## config.mk

```make
export PLATFORM = sky130hd
export DESIGN_NAME = pipe_hazard_ctrl
export DESIGN_NICKNAME = d
export VERILOG_FILES = /design/src/rtl/pipe_ctrl_pkg.sv /design/src/rtl/mem_access_fsm.sv /design/src/rtl/pipe_hazard_ctrl.sv
export SDC_FILE = /design/constraint.sdc
export NUM_CORES = 1
export LEC_CHECK = 0
export ABC_AREA = 1
export ABC_CLOCK_PERIOD_IN_PS = 2200
export CAP_MARGIN = 20
export CORE_MARGIN = 2
export CORE_UTILIZATION = 40
export DETAILED_ROUTE_END_ITERATION = 10
export HOLD_SLACK_MARGIN = 0.15
export PLACE_DENSITY = 0.88
export SLEW_MARGIN = 10
export SYNTH_ARGS = -nofsm -noshare
export SYNTH_HDL_FRONTEND = slang
export SYNTH_SLANG_ARGS = --single-unit
```

## constraint.sdc

```tcl
create_clock -name clk -period 2.2 [get_ports clk]
set_clock_uncertainty 0.05 [all_clocks]
set_input_delay 0.44 -clock clk [delete_from_list [all_inputs] [get_ports clk]]
set_output_delay 0.44 -clock clk [all_outputs]
set_load 0.01 [all_outputs]
```

## src/rtl/pipe_ctrl_pkg.sv

```systemverilog
// Shared types and helpers for the pipeline hazard controller.
// PIPE_HAZARD_PERF_EN (see pipe_hazard_ctrl) does not affect this package.
package pipe_ctrl_pkg;

  typedef enum logic [1:0] {
    IDLE = 2'd0,
    REQ  = 2'd1,
    DONE = 2'd2
  } mem_state_e;

  localparam logic [4:0] NOP_REG = 5'd0;

  // A load writing r0 never creates a dependency.
  function automatic logic load_use(input logic       ld,
                                    input logic [4:0] wr,
                                    input logic [4:0] rs,
                                    input logic [4:0] rt);
    return ld && (wr != NOP_REG) && ((wr == rs) || (wr == rt));
  endfunction

endpackage

```

## src/rtl/mem_access_fsm.sv

```systemverilog
// Req/ack sequencer for the multi-cycle data memory; stalls the pipe while the MEM op is outstanding.
//   state | meaning
//   IDLE  | no access in flight; a MEM op launches a request (stall this cycle)
//   REQ   | dmem_req high, waiting for ack or timeout (stall)
//   DONE  | access finished, pipeline advances one edge
module mem_access_fsm
  import pipe_ctrl_pkg::*;
#(
  parameter int unsigned TIMEOUT_CYCLES = 64,
  parameter int unsigned CNT_W          = 7
) (
  input  logic        clk,
  input  logic        reset_n,
  input  logic        mem_op,
  input  logic        dmem_ack,
  input  logic [31:0] dmem_rdata,
  output logic        dmem_req,
  output logic [31:0] rdata_q,
  output logic        mem_err,
  output logic        mem_stall
);

  localparam logic [CNT_W-1:0] CNT_LAST = CNT_W'(TIMEOUT_CYCLES - 1);

  mem_state_e       state, state_nxt;
  logic [CNT_W-1:0] cnt;
  logic             timeout_hit;

  assign timeout_hit = (TIMEOUT_CYCLES != 0) && (cnt == CNT_LAST);
  assign dmem_req    = (state == REQ);

  always_comb begin
    state_nxt = state;
    mem_stall = 1'b0;
    case (state)
      IDLE: begin
        if (mem_op) begin
          state_nxt = REQ;
          mem_stall = 1'b1;
        end
      end
      REQ: begin
        mem_stall = 1'b1;
        if (dmem_ack || timeout_hit) state_nxt = DONE;
      end
      DONE:    state_nxt = IDLE;
      default: state_nxt = IDLE;
    endcase
  end

  always_ff @(posedge clk or negedge reset_n) begin
    if (!reset_n) begin
      state   <= IDLE;
      cnt     <= '0;
      rdata_q <= '0;
      mem_err <= 1'b0;
    end else begin
      state   <= state_nxt;
      mem_err <= 1'b0;
      case (state)
        REQ: begin
          cnt <= cnt + 1'b1;
          // ack takes priority over a coincident timeout
          if (dmem_ack) begin
            rdata_q <= dmem_rdata;
          end else if (timeout_hit) begin
            rdata_q <= '0;
            mem_err <= 1'b1;
          end
        end
        DONE:    cnt <= '0;
        default: ;
      endcase
    end
  end

endmodule

```

## src/rtl/pipe_hazard_ctrl.sv

```systemverilog
// Stage enables, flushes and bubbles for the 5-stage core: memory stall, branch flush, load-use.
// Define PIPE_HAZARD_PERF_EN to add saturating stall / load-use performance counters.
module pipe_hazard_ctrl
  import pipe_ctrl_pkg::*;
#(
  parameter int unsigned TIMEOUT_CYCLES = 64,
  parameter int unsigned CNT_W          = 7
) (
  input  logic        clk,
  input  logic        reset_n,
  input  logic [4:0]  id_rs,
  input  logic [4:0]  id_rt,
  input  logic        ex_MemRead,
  input  logic [4:0]  ex_WriteReg,
  input  logic        ex_branch_taken,
  input  logic        mem_MemRead,
  input  logic        mem_MemWrite,
  output logic        dmem_req,
  input  logic        dmem_ack,
  input  logic [31:0] dmem_rdata,
  output logic [31:0] rdata_q,
  output logic        pc_en,
  output logic        ifid_en,
  output logic        idex_en,
  output logic        exmem_en,
  output logic        ifid_flush,
  output logic        idex_flush,
  output logic        memwb_bubble,
  output logic        mem_err
`ifdef PIPE_HAZARD_PERF_EN
  ,
  output logic [31:0] perf_stall_cnt,
  output logic [31:0] perf_lu_cnt
`endif
);

  logic mem_stall;
  logic lu_hazard;

  mem_access_fsm #(
    .TIMEOUT_CYCLES(TIMEOUT_CYCLES),
    .CNT_W         (CNT_W)
  ) u_mem_access (
    .clk       (clk),
    .reset_n   (reset_n),
    .mem_op    (mem_MemRead | mem_MemWrite),
    .dmem_ack  (dmem_ack),
    .dmem_rdata(dmem_rdata),
    .dmem_req  (dmem_req),
    .rdata_q   (rdata_q),
    .mem_err   (mem_err),
    .mem_stall (mem_stall)
  );

  assign lu_hazard = load_use(ex_MemRead, ex_WriteReg, id_rs, id_rt);

  always_comb begin
    pc_en        = 1'b1;
    ifid_en      = 1'b1;
    idex_en      = 1'b1;
    exmem_en     = 1'b1;
    ifid_flush   = 1'b0;
    idex_flush   = 1'b0;
    memwb_bubble = 1'b0;
    if (mem_stall) begin
      // flushes wait until the freeze lifts so a branch is not lost
      pc_en        = 1'b0;
      ifid_en      = 1'b0;
      idex_en      = 1'b0;
      exmem_en     = 1'b0;
      memwb_bubble = 1'b1;
    end else if (ex_branch_taken) begin
      ifid_flush = 1'b1;
      idex_flush = 1'b1;
    end else if (lu_hazard) begin
      pc_en      = 1'b0;
      ifid_en    = 1'b0;
      idex_flush = 1'b1;
    end
  end

`ifdef PIPE_HAZARD_PERF_EN
  logic lu_stall;
  assign lu_stall = !mem_stall && !ex_branch_taken && lu_hazard;

  always_ff @(posedge clk or negedge reset_n) begin
    if (!reset_n) begin
      perf_stall_cnt <= '0;
      perf_lu_cnt    <= '0;
    end else begin
      if (mem_stall && (perf_stall_cnt != 32'hFFFF_FFFF))
        perf_stall_cnt <= perf_stall_cnt + 32'd1;
      if (lu_stall && (perf_lu_cnt != 32'hFFFF_FFFF))
        perf_lu_cnt <= perf_lu_cnt + 32'd1;
    end
  end
`endif

endmodule

```

==> impl_results.html <==
<table>
<tr><th>Metric</th><th>Value</th></tr>
<tr><th colspan="2">Outcome</th></tr>
<tr><td>Run status</td><td>completed</td></tr>
<tr><th colspan="2">Synthesis</th></tr>
<tr><td>Synth warnings</td><td>0</td></tr>
<tr><td>Synthesized Nets</td><td>approximately 320</td></tr>
<tr><td>Synthesized area per cell</td><td>8.142 um2</td></tr>
<tr><td>Post-synthesis instance area</td><td>2150 um2</td></tr>
<tr><td>Total of flip-flops plus latches after synthesis</td><td>42</td></tr>
<tr><td>Syn Inst Count</td><td>264</td></tr>
<tr><td>Number of different library cells in the post-synthesis netlist</td><td>23</td></tr>
<tr><td>Register area share after synthesis</td><td>0.4889</td></tr>
<tr><th colspan="2">Placement</th></tr>
<tr><td>Instance area at placement</td><td>approximately 3200 um2</td></tr>
<tr><td>Post-placement setup slack</td><td>-0.3854 ns</td></tr>
<tr><td>Last weighted congestion value of the routability-driven placer</td><td>0.8054</td></tr>
<tr><td>Number of buffers added on ports</td><td>94</td></tr>
<tr><td>DP HPWL</td><td>4.113 mm</td></tr>
<tr><th colspan="2">Setup path</th></tr>
<tr><td>Data required time of the critical path</td><td>1.71 ns</td></tr>
<tr><td>Arrival time at the worst endpoint</td><td>1.60 ns</td></tr>
<tr><td>Category of the worst setup path launch point</td><td>primary input</td></tr>
<tr><td>Setup crit end kind</td><td>output port</td></tr>
<tr><td>Crit Reg-Reg Startpoint</td><td>u_mem_access.cnt[1]$_DFFE_PN0P_</td></tr>
<tr><td>Setup slack on the worst flop-to-flop path</td><td>approximately 0.63 ns</td></tr>
<tr><td>Critical Path Source</td><td>mem_MemWrite</td></tr>
<tr><td>Maximum net fanout on the critical path</td><td>5</td></tr>
<tr><td>Setup CP Type</td><td>in -&gt; out</td></tr>
<tr><th colspan="2">Finish</th></tr>
<tr><td>Combined flip-flop and latch cell area</td><td>1051 um2</td></tr>
<tr><td>Growth of design area from synthesis to finish</td><td>54.19%</td></tr>
<tr><td>Share of cells above drive strength 1</td><td>0.1240</td></tr>
<tr><td>Layout net count</td><td>421</td></tr>
<tr><td>Antenna diodes</td><td>0</td></tr>
<tr><td>Number of filler instances in the final layout</td><td>433</td></tr>
<tr><td>Area occupied by multi-input gates</td><td>800.8 um2</td></tr>
<tr><td>Non-Filler Cell Area, Final</td><td>3314 um2</td></tr>
<tr><th colspan="2">Min path</th></tr>
<tr><td>Hold WC Path Type</td><td>reg -&gt; reg</td></tr>
<tr><td>Startpoint of the most critical hold path</td><td>u_mem_access.rdata_q[3]$_DFFE_PN0P_</td></tr>
<tr><th colspan="2">STA</th></tr>
<tr><td>Pin slew with the least headroom to its limit</td><td>0.3554 ns</td></tr>
<tr><td>Final number of hold-violating endpoints</td><td>0</td></tr>
<tr><td>Max-slew headroom at the worst pin</td><td>0.7631</td></tr>
<tr><td>Final Setup Violations</td><td>0</td></tr>
<tr><td>Final-report max-slew violation count</td><td>0</td></tr>
<tr><td>Hold slack final</td><td>about 0.48 ns</td></tr>
<tr><td>Final cycle utilization of the critical path</td><td>0.9513</td></tr>
<tr><td>Least setup slack across all paths after layout</td><td>0.1071 ns</td></tr>
<tr><td>RSZ-0062 raised after global routing</td><td>yes</td></tr>
<tr><td>Final min period</td><td>roughly 2.1 ns</td></tr>
<tr><td>Achievable clock frequency</td><td>0.4778 GHz</td></tr>
<tr><th colspan="2">Pwr</th></tr>
<tr><td>Leakage</td><td>1.681 nW</td></tr>
<tr><td>Pwr/cell area</td><td>1181 nW/um2</td></tr>
<tr><td>Highest ir drop seen on vdd</td><td>0.0007693 V</td></tr>
<tr><th colspan="2">Clock tree</th></tr>
<tr><td>Skew-Pair Late Insertion Delay</td><td>roughly 0.29 ns</td></tr>
<tr><td>Number of buffers inserted during clock tree synthesis</td><td>5</td></tr>
<tr><td>Clock transition at the registers of the reported paths</td><td>0.07 ns</td></tr>
<tr><td>Clock tree from TritonCTS</td><td>yes</td></tr>
<tr><td>Clock Path Buffers</td><td>2</td></tr>
<tr><td>Sink Count</td><td>42</td></tr>
<tr><td>H-Tree Depth</td><td>2</td></tr>
<tr><td>Clk Tree Root Cell</td><td>sky130_fd_sc_hd__clkbuf_8</td></tr>
<tr><th colspan="2">Floorplanning</th></tr>
<tr><td>Height of the die</td><td>77.31 um</td></tr>
<tr><td>Number of top-level pins</td><td>95</td></tr>
<tr><td>Die outline area</td><td>5976 um2</td></tr>
<tr><td>Starting utilization of the core area</td><td>0.4182</td></tr>
<tr><td>Num rows</td><td>26</td></tr>
<tr><td>Width of the chip</td><td>77.31 um</td></tr>
<tr><td>Placeable core area</td><td>5140 um2</td></tr>
<tr><th colspan="2">Route</th></tr>
<tr><td>DRC marker count from the first detailed-route iteration</td><td>104</td></tr>
<tr><td>Final WL</td><td>~5.5 mm</td></tr>
<tr><td>Number of design rule violations left after detail routing</td><td>0</td></tr>
<tr><td>Vias</td><td>2037</td></tr>
<tr><td>Pre-antenna DRT Iters</td><td>4</td></tr>
<tr><td>Average via count per standard cell</td><td>about 4.7</td></tr>
<tr><td>Routed length per instance</td><td>12.73 um</td></tr>
<tr><td>Number of nets with antenna violations after routing</td><td>0</td></tr>
<tr><th colspan="2">Global routing</th></tr>
<tr><td>Maximum number of pins on one net before global-route repair</td><td>35</td></tr>
<tr><td>Wire length of the first global-routing pass</td><td>9.425 mm</td></tr>
<tr><td>Overall global routing resource usage</td><td>0.1948</td></tr>
<tr><td>Total grt overflow</td><td>0</td></tr>
<tr><td>Number of global-route vias before repair</td><td>2146</td></tr>
<tr><td>Antenna violations before repair</td><td>0</td></tr>
<tr><th colspan="2">Job</th></tr>
<tr><td>Max-capacitance violation count</td><td>0</td></tr>
</table>
repair_timing:
item | in CTS | in global routing
gates cloned | 0 | 0
hold endpoints to repair | 13 | 0
buffers inserted | 0 | 0
pin swaps | 1 | 8
setup endpoints to repair | 8 | 6
resized for setup | 27 | 17
hold buffers | 1 | 0
critical path: stages:
cell                              delay (ns)
sky130_fd_sc_hd__clkdlybuf4s50_1        0.47
sky130_fd_sc_hd__nor2_2                 0.06
sky130_fd_sc_hd__o21ai_2                0.15
sky130_fd_sc_hd__inv_2                  0.08
sky130_fd_sc_hd__nand2_2                0.08
sky130_fd_sc_hd__inv_1                  0.04
sky130_fd_sc_hd__dlygate4sd2_1          0.27
synth_stat cells, drive strengths merged:
| master | number | area share |
|---|---|---|
| inv | 61 | 0.11 |
| dfrtp | 42 | 0.49 |
| nand3 | 41 | 0.098 |
| nand2 | 39 | 0.069 |
| o21ai | 38 | 0.11 |
| nor2 | 10 | 0.019 |
| clkbuf | 8 | 0.015 |
| a21oi | 7 | 0.022 |
| buf | 6 | 0.025 |
| ha | 5 | 0.029 |
| nor3 | 2 | 0.0047 |
| xnor2 | 2 | 0.0082 |
| a211oi | 1 | 0.0035 |
| nand4 | 1 | 0.0029 |
| o21a | 1 | 0.0035 |
path summary, 6_finish.rpt:
| path | depth (start not counted) | end |
|---|---|---|
| setup reg to reg | 7 | u_mem_access.rdata_q[19]$_DFFE_PN0P_ |
| hold reg to reg | 2 | u_mem_access.rdata_q[3]$_DFFE_PN0P_ |
| hold / removal | 2 | u_mem_access.rdata_q[3]$_DFFE_PN0P_ |
| setup / recovery | 7 | ifid_flush |
| min in group asynchronous | 2 | u_mem_access.rdata_q[24]$_DFFE_PN0P_ |
| max in group asynchronous | 3 | u_mem_access.rdata_q[11]$_DFFE_PN0P_ |
cells in the final DEF, fill, tap and decap left out, drive strengths merged:
| cell type | count |
|---|---|
| nand4 | 1 |
| dlygate4sd2 | 9 |
| nand2 | 39 |
| dlygate4sd3 | 1 |
| a211oi | 1 |
| dlymetal6s2s | 9 |
| xnor2 | 2 |
| ha | 5 |
| nor3 | 2 |
| clkbuf | 8 |
| nor2 | 10 |
| inv | 61 |
| clkdlybuf4s50 | 72 |
| o21a | 1 |
| buf | 14 |
| a21oi | 7 |
| o21ai | 38 |
| nand3 | 41 |
| dfrtp | 42 |
flip-flops by register name (all words and copies together) (netlist names):
name	cells
u_mem_access.state	2
u_mem_access.rdata_q	32
u_mem_access.cnt	7
u_mem_access.mem_err	1
report_power, final:
part           switching (mW)  total (mW)  internal [mW]  leakage (nW)
clock network           0.253       0.570          0.317        0.0575
registers               0.206        1.32           1.11         0.528
logic                   0.993        2.03           1.04          1.09
metal layers:
| layer | vias to the layer above | share of wire | global-route usage |
|---|---|---|---|
| met5 | - | 0 | 0 |
| met4 | 0 | 0.0089 | 0.04821 |
| met3 | 6 | 0.068 | 0.06471 |
| met2 | 66 | 0.49 | 0.3470 |
| met1 | 948 | 0.44 | 0.2245 |
| li1 | 1017 | - | - |
per-stage QoR:
stage | setup TNS [ns] | power, mW | utilization | std cells
after floorplan | 0 | 2.315 | - | 264
after global placement | -1.453 | 3.271 | 0.6154 | 424
after detailed placement | -1.637 | 3.341 | 0.6154 | 424
after CTS | 0 | 3.909 | 0.6383 | 433
after global routing | -0.01698 | 4.206 | 0.6448 | 433
final | 0 | 3.914 | 0.6448 | 433
area by class of cell:
cell class | count | share of cell area
clock buffers | 8 | 0.03322
inverters | 61 | 0.06908
multi-input cells | 147 | 0.2416
flip-flops and latches | 42 | 0.3171
well taps | 70 | 0.02643
repair buffers | 105 | 0.3126
logic make-up (layout without fill, tap and decap cells):
family,after synthesis,after routing,share of synthesized area
compound gates,47,47,0.1345
xor+xnor,2,2,0.008150
fa+ha+maj,5,5,0.02910
buf+inv,75,174,0.1461
flops,42,42,0.4889
simple gates,93,93,0.1933
Power figures use the tool's default switching activity.
==> RTL edit 1 (config.mk and constraints unchanged) <==
The 3 states of `mem_state_e` get a one-hot encoding in 3 bits.
--- a/src/rtl/pipe_ctrl_pkg.sv
+++ b/src/rtl/pipe_ctrl_pkg.sv
@@ -4,6 +4,6 @@
 
-  typedef enum logic [1:0] {
-    IDLE = 2'd0,
-    REQ  = 2'd1,
-    DONE = 2'd2
+  typedef enum logic [2:0] {
+    IDLE = 3'b001,
+    REQ  = 3'b010,
+    DONE = 3'b100
   } mem_state_e;
Check against the original RTL: same outputs for any inputs over 10 cycles, from zero or initial values and one cycle with reset_n low; not proved beyond that.
==> RTL edit 1 against the original RTL <==
Via count grew 2.2%. Setup slack better by 1.3 ps. Cell area is 3.1% lower. Power is 14% lower. Wire length rose by 0.15%. Area after synthesis shrank 3.7%. Sequential cell count up 1.
==> RTL edit 1: results (changes against the original RTL) <==
| Metric | Value |
|---|---|
| Syn nets | 315 (-2.5%) |
| Synth cell types | 22 (-4.3%) |
| Number of global-route vias before repair | 2096 (-2.3%) |
| Leakage power total | 1.64 nW (-2.7%) |
| Mapped Avg Cell Area | 7.96 sq um (-2.2%) |
| Maximum VDD drop | 0.766 mV (-0.44%) |
| # hold bufs at CTS | 0 (-1) |
| FF-to-FF setup slack | 580 ps (-50 ps) |
| Reg2reg end | u_mem_access.rdata_q[8]$_DFFE_PN0P_ |
| Wire per inst | 13.0 microns (+1.8%) |
| CP max FO | 6 (+1) |
| Largest regs | u_mem_access.rdata_q: 32 flops, u_mem_access.cnt: 7 flops, u_mem_access.state: 3 flops |
| Syn. warnings | 0 (unchanged) |
| Run status | finished clean |
| Placed cell area | 3070 sq um (-2.8%) |
| DP Cell Count | 417 (-1.7%) |
| Largest Register | u_mem_access.rdata_q |
| Synth area leaders | dfrtp_1 51%, nand2_1 12%, nand3_1 9.4%, o21ai_0 8.5%, inv_1 4.2% |
| Layout cells sized above 1 | 0.0927 (-0.0313) |
| Commonest cells post-synth | 67 x nand2_1, 42 x dfrtp_1, 39 x nand3_1 |
| Cell Int Power | 0.00218 W (-11%) |
| Placer Congestion | 0.759 (-5.7%) |
| Hpwl dp | 4050 microns (-1.6%) |
| Worst R2R Start | u_mem_access.cnt[0]$_DFFE_PN0P_ |
| Tightest Pin Transition | 689 ps (+334 ps) |
| DR iter-0 viols | 87 (-16%) |
| Post-route insts no fill | 426 (-1.6%) |
| HP Class | input pin to async pin |
| Worst-path clk slew | 80 ps |
| Post-synthesis sequential area ratio | 0.521 (+0.0316) |
| Gr usage total | 0.196 (+0.00106) |
| First-pass GRT wire length | 9330 microns (-1.0%) |
| Nets | 410 (-2.6%) |
| Largest net degree at the start of global routing | 39 (+11%) |
-- RTL edit 1: cell types whose count changed in the layout (fill, tap and decap cells not counted), sizes merged, moves of 3 or more --
cell and delta:
nor2 +9, a21oi -3, nand2 +28, ha -4, inv -37
-- RTL edit 1: power by group through the flow --
stage,Sequential (W),Combinational [W],Clock (W)
2_1_floorplan,0.00141,0.000579,0
6_report,0.00129,0.00162,0.000477
5_1_grt,0.00133,0.00177,0.000528
3_3_place_gp,0.00128,0.00156,0
4_1_cts,0.00128,0.00161,0.000488
3_5_place_dp,0.00129,0.00161,0
-- RTL edit 1: worst max-delay path, cell delays in order, from the launching register on --
cell and delay (ps):
dfstp_2 540, inv_2 40, nor4_2 130, buf_4 170, nor2_4 50, buf_6 110
nand3_1 70, nand2_1 80, buf_6 130
-- RTL edit 1: cell type report --
class                           instances  area, sq um  share of cell area
Clock buffer                            6         72.6              0.0226
Sequential cell                        43         1080               0.336
Timing Repair Buffer                  105         1040               0.325
Tap cell                               70         87.6              0.0273
Inverter                               24         90.1              0.0281
Multi-Input combinational cell        176          827               0.258
Clock inverter                          2         12.5             0.00390
-- RTL edit 1: what timing repair did --
action,4_1_cts,5_1_grt
endpoints found under the setup margin,8,7
resized for setup,28,16
buffers inserted,1,0
pin swaps,2,12
-- RTL edit 1: worst max-delay path by stage --
stage | startpoint | end
6_report | u_mem_access.state[0]$_DFFE_PN1P_ | idex_flush
5_1_grt | u_mem_access.state[0]$_DFFE_PN1P_ | idex_flush
4_1_cts | mem_MemWrite | idex_flush
3_5_place_dp | ex_WriteReg[4] | idex_flush
3_3_place_gp | mem_MemWrite | pc_en
2_1_floorplan | u_mem_access.state[0]$_DFFE_PN1P_ | pc_en
-- RTL edit 1: cells by family after synthesis --
| logic type | after synthesis | share of synthesized area |
|---|---|---|
| and+or+nand+nor | 132 | 0.275 |
| DFF | 43 | 0.521 |
| AOI/OAI and AO/OA | 41 | 0.101 |
| buffers and inverters | 41 | 0.0889 |
| xor gates and xnor gates | 2 | 0.00847 |
| adders and majority gates | 1 | 0.00604 |
-- RTL edit 1: metal layers --
| metal | vias to the layer above | global-route usage | routed length [microns] |
|---|---|---|---|
| met1 | 992 | 0.222 | 2200 |
| met5 | - | 0 | 0 |
| met4 | 0 | 0.0327 | 27 |
| li1 | 1021 | - | - |
| met3 | 4 | 0.0488 | 294 |
| met2 | 65 | 0.376 | 3000 |
-- RTL edit 1: metrics by stage --
step           setup TNS, ps  worst slack [ps]  hold WS (ps)
3_3_place_gp           -2080              -375           417
2_1_floorplan              0               208          94.4
4_1_cts                -15.1             -15.1           162
5_1_grt                    0              11.2           183
6_report                   0               108           137
3_5_place_dp           -2340              -442           429
==> RTL edit 2 (same settings) <==
Without the edit above. `CNT_W` is set to 7 in 2 places; all go to 6.
--- a/src/rtl/mem_access_fsm.sv
+++ b/src/rtl/mem_access_fsm.sv
@@ -9,3 +9,3 @@
   parameter int unsigned TIMEOUT_CYCLES = 64,
-  parameter int unsigned CNT_W          = 7
+  parameter int unsigned CNT_W          = 6
 ) (
--- a/src/rtl/pipe_hazard_ctrl.sv
+++ b/src/rtl/pipe_hazard_ctrl.sv
@@ -6,3 +6,3 @@
   parameter int unsigned TIMEOUT_CYCLES = 64,
-  parameter int unsigned CNT_W          = 7
+  parameter int unsigned CNT_W          = 6
 ) (
Behaviour: same outputs for any inputs over 10 cycles, from zero or initial values and one cycle with reset_n low; that may be too few to reach the edited logic, so the function may still have changed.
==> RTL edit 2 against the original RTL <==
Setup slack got worse by 32 ps. Critical endpoint is now ifid_en. Die area fell by 3.1%. Power shrank 0.41%. Clock power fell by 15%. Sequential cell count fell by 1. Cell area shrank 2.6%. Wire length is 0.40% higher. Worst hold slack got worse by 290 ps. Sequential power down 4%. Largest power group unchanged. Area after synthesis fell by 3.3%. Largest cell class is now non-clock buffers. Utilization is 0.85 points lower.
==> RTL edit 2: results (changes against the original RTL) <==
| Metric | Value |
|---|---|
| First-pass GRT wire length | 9300 microns (-1.3%) |
| Worst R2R Start | u_mem_access.state[1]$_DFFE_PN0P_ |
| Final wirelength | 5540 microns (+0.40%) |
| WP data arrival | 1630 ps (+30 ps) |
| Slowest stage delay, CP | 410 ps (-60 ps) |
| Maximum VDD drop | 0.709 mV (-7.8%) |
| Post-synthesis sequential area ratio | 0.494 (+0.00474) |
| Pre-CTS setup slack | -378 ps (+7.22 ps) |
| # clk buffers | 7 (-1) |
| Synthesized-area fraction occupied by adder cells | 0.0301 (+0.000999) |
| Wire per inst | 13.1 microns (+2.8%) |
| Synth Register Bits | 41 (-2.4%) |
| Layout fillers | 465 (+7.4%) |
| Hpwl dp | 3840 microns (-6.6%) |
| CTS buffer count | 5 (unchanged) |
| #MultiIn Comb | 176 (+20%) |
| Xor/xnor cell area share of the yosys netlist | 0.0126 (+0.00449) |
| Drt via density | 4.85 (+3.2%) |
| Leakage power total | 1.64 nW (-2.4%) |
| Asr flop ratio synth | 1.00 (unchanged) |
| Placed cell area | 3050 sq um (-3.7%) |
| HP Class | input pin to async pin |
| Gr usage total | 0.195 (+0.000312) |
| Post-synthesis compound-gate area fraction | 0.105 (-0.0291) |
| Syn nets | 319 (-1.2%) |
| DP Cell Count | 413 (-2.6%) |
| Synth area leaders | dfrtp_1 49%, nand2_1 12%, nand3_1 8.9%, o21ai_0 5.8%, inv_1 4.5% |
| Final Cell Area | 3230 sq um (-2.6%) |
| Area growth syn-to-layout | 55.4% |
| Layout cells sized above 1 | 0.0907 (-0.0333) |
| Clock Network Area Fraction | 0.0267 (-0.00649) |
| Placer Congestion | 0.866 (+7.5%) |
| Signal buffers | 103 (-1.9%) |
| Largest net degree at the start of global routing | 37 (+5.7%) |
| Largest regs | u_mem_access.rdata_q: 32 flops, u_mem_access.cnt: 6 flops, u_mem_access.state: 2 flops |
| Run status | finished clean |
| Commonest cells post-synth | 68 x nand2_1, 41 x dfrtp_1, 37 x nand3_1 |
| Normalized max-slew margin | 0.470 (-0.293) |
| DR iter-0 viols | 113 (+8.7%) |
| Synth cell types | 25 (+8.7%) |
| Layout non-clock buf frac | 0.326 (+0.0133) |
RTL edit 2: cell count changes after synthesis, sizes merged, moves of 2 or more:
cell	before	now
inv	61	26
nand3	41	38
clkbuf	8	10
nor2	10	14
nand2	39	68
RTL edit 2: power breakdown:
part | switching, W | total, W | internal, W
Clock | 0.000233 | 0.000482 | 0.000249
Combinational | 0.00103 | 0.00214 | 0.00111
Sequential | 0.000182 | 0.00127 | 0.00109
Total | 0.00145 | 0.00390 | 0.00245
RTL edit 2: path summary, 6_finish.rpt:
path                       depth (start not counted)  slack, ps                                    to
min in group clk                                   2        440  u_mem_access.rdata_q[29]$_DFFE_PN0P_
max in group asynchronous                          2       1320  u_mem_access.rdata_q[29]$_DFFE_PN0P_
setup reg to reg                                   8        510       u_mem_access.cnt[5]$_DFFE_PN0P_
setup / recovery                                   8         80                               ifid_en
hold / removal                                     1        190   u_mem_access.rdata_q[5]$_DFFE_PN0P_
hold reg to reg                                    2        440  u_mem_access.rdata_q[29]$_DFFE_PN0P_
RTL edit 2: repair_timing:
| item | in CTS | in global routing |
|---|---|---|
| cloned | 1 | 0 |
| endpoints found under the setup margin | 8 | 8 |
| endpoints found under the hold margin | 0 | 0 |
| buffers inserted | 1 | 1 |
| pin swaps | 2 | 9 |
| resized for setup | 31 | 15 |
RTL edit 2: worst register-to-register path: stages (launching register included):
cell     delay (ps)
dfrtp_1         390
inv_2            80
ha_1            410
nand2_1          80
nor2_1          140
nand2_1          90
nor2_1          120
xor2_1          170
nor2_1           50
RTL edit 2: per-layer routing:
metal	wire, microns	part of all wire	global-route usage	vias up
met1	2200	0.40	0.227	972
met2	2980	0.54	0.356	56
met5	0	0	0	-
li1	-	-	-	1014
met4	113	0.020	0.0655	0
met3	240	0.043	0.0427	11
